[src/rtl/async_queue_sink_n.sv]
// Sink half of a clock-crossing queue: synchronises the source's Gray write index and
// alive flag, and presents the head entry of the source storage array as a registered stream.
module async_queue_sink_n #(
   parameter int unsigned WIDTH = 55,
   parameter int unsigned DEPTH = 8,
   parameter int unsigned SYNC  = 3,
   localparam int unsigned AW   = $clog2(DEPTH)
) (
   input  logic                   clock,
   input  logic                   reset_n,
   input  logic [DEPTH*WIDTH-1:0] async_mem,
   input  logic [AW:0]            async_widx,
   input  logic                   async_src_valid,
   output logic [AW:0]            async_ridx,
   output logic                   async_snk_valid,
   output logic                   deq_valid,
   input  logic                   deq_ready,
   output logic [WIDTH-1:0]       deq_bits,
   output logic [AW:0]            count
);

   localparam int unsigned IW = AW + 1;

   logic [SYNC-1:0]         src_sync;
   logic [SYNC-1:0][IW-1:0] widx_sync;
   logic                    src_ok;
   logic [IW-1:0]           widx_s;

   logic [IW-1:0]           ridx_bin;
   logic                    valid_reg;

   logic                    fire;
   logic [IW-1:0]           ridx_next;
   logic [IW-1:0]           ridx_gray_next;
   logic                    empty_next;
   logic                    load_head;
   logic [IW-1:0]           count_next;

   logic [WIDTH-1:0]        mem_entry [DEPTH];

   function automatic logic [IW-1:0] gray2bin(input logic [IW-1:0] g);
      logic [IW-1:0] b;
      b = '0;
      for (int i = 0; i < int'(IW); i++) begin
         b[i] = ^(g >> i);
      end
      return b;
   endfunction

   // Unflatten the source storage so entries can be selected by index.
   for (genvar i = 0; i < int'(DEPTH); i++) begin : g_unpack
      assign mem_entry[i] = async_mem[i*WIDTH +: WIDTH];
   end

   // Synchronisers; each Gray bit has its own chain since only one bit moves per write.
   always_ff @(posedge clock or negedge reset_n) begin
      if (!reset_n) begin
         src_sync  <= '0;
         widx_sync <= '0;
      end else begin
         src_sync  <= {src_sync[SYNC-2:0], async_src_valid};
         widx_sync <= {widx_sync[SYNC-2:0], async_widx};
      end
   end

   assign src_ok = src_sync[SYNC-1];
   assign widx_s = widx_sync[SYNC-1];

   assign deq_valid = valid_reg & src_ok;
   assign fire      = deq_valid & deq_ready;

   // Next read index, emptiness and occupancy; a dead source collapses everything to zero.
   always_comb begin
      ridx_next      = '0;
      ridx_gray_next = '0;
      empty_next     = 1'b1;
      load_head      = 1'b0;
      count_next     = '0;
      if (src_ok) begin
         ridx_next  = ridx_bin + IW'(fire);
         count_next = gray2bin(widx_s) - ridx_next;
      end
      ridx_gray_next = ridx_next ^ (ridx_next >> 1);
      empty_next     = (ridx_gray_next == widx_s);
      load_head      = src_ok & ~empty_next;
   end

   always_ff @(posedge clock or negedge reset_n) begin
      if (!reset_n) begin
         async_snk_valid <= 1'b0;
         ridx_bin        <= '0;
         async_ridx      <= '0;
         valid_reg       <= 1'b0;
         count           <= '0;
      end else begin
         async_snk_valid <= 1'b1;
         ridx_bin        <= ridx_next;
         async_ridx      <= ridx_gray_next;
         valid_reg       <= load_head;
         count           <= count_next;
      end
   end

   // Head register; holds across stalls and source loss so deq_bits never glitches.
   always_ff @(posedge clock or negedge reset_n) begin
      if (!reset_n) begin
         deq_bits <= '0;
      end else if (load_head) begin
         deq_bits <= mem_entry[ridx_next[AW-1:0]];
      end
   end

endmodule

[config.mk]
export PLATFORM = sky130hd
export DESIGN_NAME = async_queue_sink_n
export DESIGN_NICKNAME = d
export VERILOG_FILES = /design/src/rtl/async_queue_sink_n.sv
export SDC_FILE = /design/constraint.sdc
export NUM_CORES = 1
export LEC_CHECK = 0
export BUFFER_PORTS_ARGS = -buffer_cell sky130_fd_sc_hd__buf_2
export CORE_AREA = 2 2 199 201
export DETAILED_ROUTE_END_ITERATION = 8
export DIE_AREA = 0 0 201 203
export PLACE_DENSITY = 0.44
export SLEW_MARGIN = 20
export SYNTH_ARGS = -nofsm -noshare
export SYNTH_HDL_FRONTEND = slang
export SYNTH_SLANG_ARGS = --single-unit
[constraint.sdc]
create_clock -name clock -period 8.8 [get_ports clock]
set_input_delay 0 -clock clock [delete_from_list [all_inputs] [get_ports clock]]
set_output_delay 0 -clock clock [all_outputs]
set_load 0.03 [all_outputs]
==> run_results.csv <==
group,metric,value,unit
floorplanning,design.core.area,38470,µm²
clock_tree,cts_inserted_buffers,9,
placement,dpl.hpwl,26640,µm
clock_tree,cts_sinks,83,
layout,fillers,4203,
global_route,first_global_vias,8984,
synthesis,netlist_area,7486,µm²
clock_tree,hold_buffers,6,
drt,drtPass1Iterations,5,
clock_tree,cts_buffer_depth,2,
sta,finalMaxSlewViolations,0,
synthesis,ys_types,33,
sta,period_share,51.28,%
worst_setup_path,crit_cells,9,
synthesis,synth_top_area_share,27.75,%
drt,drtAntennaViolNets,0,
global_route,antenna_found_initial,3,
layout,top_regs,"deq_bits x55, widx_sync x8",
sta,fin_skew,0.009550,ns
drt,wl_per_cell,20.06,µm
placement,routabilityCongestion,0.8380,
worst_setup_path,slowest_delay,0.76,ns
layout,regArea,2081,µm²
clock_tree,clk_latency,0.36,ns
sta,finalHoldViolations,0,
synthesis,synthFlopType,"dfrtp_1",
sta,tightestPinTransition,1.144,ns
global_route,grt_overflow,0,
sta,fmax,221.6,MHz
synthesis,ys_async_sr_fraction,100.0,%
floorplanning,io_pins,513,
power_and_ir_drop,clockPowerShare,26.2,%
sta,setup_viol,0,
worst_setup_path,crit_type,"flip-flop to flip-flop",
placement,portBuffers,512,
worst_setup_path,r2r_setup_slack,4.29,ns
layout,multiInputGateArea,4989,µm²
drt,vias,8706,
placement,place_ws,4.266,ns
power_and_ir_drop,p_leak,4.717,nW
synthesis,syn_inst,841,
run_status,outcome,"completed",
clock_tree,cts_max_level,3,
floorplanning,die_area,40800,µm²
layout,stdcell_count,1810,
synthesis,synth_common_cells,"a21oi_1 (111), mux2i_1 (111), nand3_1 (111)",
drt,drcViolationCount,0,
layout,syn_to_final_growth,43.69,%
worst_setup_path,crit_end,"deq_bits[10]$_DFFE_PN0P_",
layout,top_register,"deq_bits",
drt,via_per_inst,4.810,
worst_setup_path,critPathRequiredTime,9.04,ns
global_route,grt_max_degree,75,
clock_tree,cts_tree,"done",
worst_setup_path,rr_worst_depth,9,
sta,period_minus_slack,4.512,ns
worst_hold_path,min_path_cells,4,
power_and_ir_drop,combPwrFrac,41.7,%
global_route,grtUsageTotal,17.09,%
layout,layout.nets,1740,
synthesis,synth_nets,1296,
synthesis,avgSynthCellArea,8.901,µm²
layout,largest_register_ffs,55,
worst_setup_path,arrival,4.75,ns
worst_setup_path,cp-start-kind,"flip-flop",
power_and_ir_drop,p_sw_share,38.80,%
synthesis,ys_seq_area_share,27.75,%
floorplanning,rows,72,
worst_setup_path,critPathSlowestCell,"ha_4",
drt,wirelength,36310,µm
worst_hold_path,hold_path.class,"input port to flip-flop",
worst_setup_path,crit_path_end_kind,"flip-flop",
clock_tree,ctsResizeCount,0,
placement,dpl.cell_count,1786,
synthesis,yosys_warnings,0,
sta,setup_slack,4.288,ns
worst_setup_path,path_cells,"and3_1, ha_4, buf_4, buf_4, mux2i_1, nor3_1, a2111oi_0, a21oi_1, mux2_4",
power_and_ir_drop,power.density,136.4,nW/µm²
sta,rsz0062_at_grt,"no",
drt,drtIter0Drc,489,
synthesis,ys_ff_latch,83,
placement,place_area,10410,µm²
worst_setup_path,crit-reg2reg-launch,"src_sync[2]$_DFF_PN0_",
worst_setup_path,path_common_cell,"buf_4",
synthesis,synth_area_leaders,"dfrtp_1 (28%), mux2i_1 (15%), mux2_4 (7.8%)",
worst_setup_path,startpoint,"src_sync[2]$_DFF_PN0_",
worst_setup_path,path_max_fanout,63,
worst_setup_path,worst-path-buf-inv,2,
clock_tree,post_cts_buffers,0,
clock_tree,cts-root-buf,"clkbuf_16",
clock_tree,clk_pin_slew,0.07,ns
power_and_ir_drop,ir_drop,0.00006732,V
layout,drive_gt1_share,47.05,%
sta,relSlewSlack,21.78,%
sta,fin_setup_tns,0,ns
layout,final_core_util,27.96,%
power_and_ir_drop,p_int,898.2,µW
global_route,grt_pass1_wl,53510,µm
flow_run,drv_cap,0,
worst_setup_path,r2r-end,"deq_bits[10]$_DFFE_PN0P_",
floorplanning,start_util,19.46,%
synthesis,synth.largest_area_cell,"dfrtp_1",
synthesis,synth-edff-count,0,
floorplanning,fp.dieH,203,µm
floorplanning,die_w,201,µm
worst_setup_path,crit_family,"buffers and inverters",
power_and_ir_drop,p_switching,569.5,µW
layout,fin_area,10760,µm²
power_and_ir_drop,seqPwrFrac,32.1,%
[metal layers]
metal / share of wire (%) / up-vias / GRT usage (%)
met2: 51 / 395 / 30.99
li1: - / 4128 / -
met1: 41 / 4152 / 20.44
met4: 1.8 / 2 / 5.000
met3: 6.5 / 29 / 3.210
met5: 0.036 / - / 0
[layout make-up]
cell class | count | area share (%)
multi-input combinational | 653 | 46.38
timing repair buffer | 532 | 25.38
sequential | 83 | 19.34
tap | 518 | 6.025
clock buffer | 10 | 2.129
clock inverter | 6 | 0.4653
inverter | 6 | 0.2326
antenna | 2 | 0.04653
[kinds of logic (layout without fill, tap and decap cells)]
group                      Yosys count  count (layout)  synth area share (%)
xor gates and xnor gates            15              15                 1.855
muxes                              166             166                 25.07
buffers and inverters              105             554                 6.251
DFF                                 83              83                 27.75
adders and majority gates            7               7                 1.270
AOI/OAI and AO/OA                  227             227                 21.01
other                                1               3               0.05009
and+or+nand+nor                    237             237                 16.75
[power by group through the flow]
stage | clock network (mW) | logic [mW] | registers, mW
after global routing | 0.422 | 0.660 | 0.479
after CTS | 0.407 | 0.618 | 0.473
after floorplan | 0 | 0.274 | 0.570
final | 0.385 | 0.611 | 0.471
after global placement | 0 | 0.612 | 0.479
after detailed placement | 0 | 0.614 | 0.479
[worst register-to-register path, stage by stage, from the launching register on]
cell	delay, ns
dfrtp_4	0.70
and3_1	0.31
ha_4	0.76
buf_4	0.76
buf_4	0.68
mux2i_1	0.30
nor3_1	0.08
a2111oi_0	0.42
a21oi_1	0.08
mux2_4	0.29
[how the worst min path moves through the flow]
stage,start,end,slack [ns]
final,async_mem[47],deq_bits[47]$_DFFE_PN0P_,0.09
after global routing,async_mem[1],deq_bits[1]$_DFFE_PN0P_,0.11
after CTS,async_mem[46],deq_bits[46]$_DFFE_PN0P_,0.07
after detailed placement,reset_n,deq_bits[51]$_DFFE_PN0P_,-0.002
after global placement,reset_n,deq_bits[51]$_DFFE_PN0P_,-0.01
after floorplan,reset_n,async_ridx[0]$_DFF_PN0_,-0.30
[stage by stage]
stage / power, mW / hold WS (ns)
6_report: 1.468 / 0.09394
5_1_grt: 1.561 / 0.1083
4_1_cts: 1.498 / 0.06734
3_5_place_dp: 1.092 / -0.002000
3_3_place_gp: 1.091 / -0.01039
2_1_floorplan: 0.8442 / -0.2956
[layout by cell type, fill, tap and decap left out, types with 5 or more instances in the layout]
cell type and instances:
buf_2 511, nand3_1 111, mux2i_1 111, a21oi_1 111, dfrtp_1 82, o221ai_1 55, nor3_1 55, nand2b_1 55
a2111oi_0 55, mux2_4 39, mux2_2 16, buf_4 15, nor2_1 9, xnor2_1 9, clkbuf_16 9, dlygate4sd3_1 6
xor2_1 5
(Power assumes the default switching activity.)
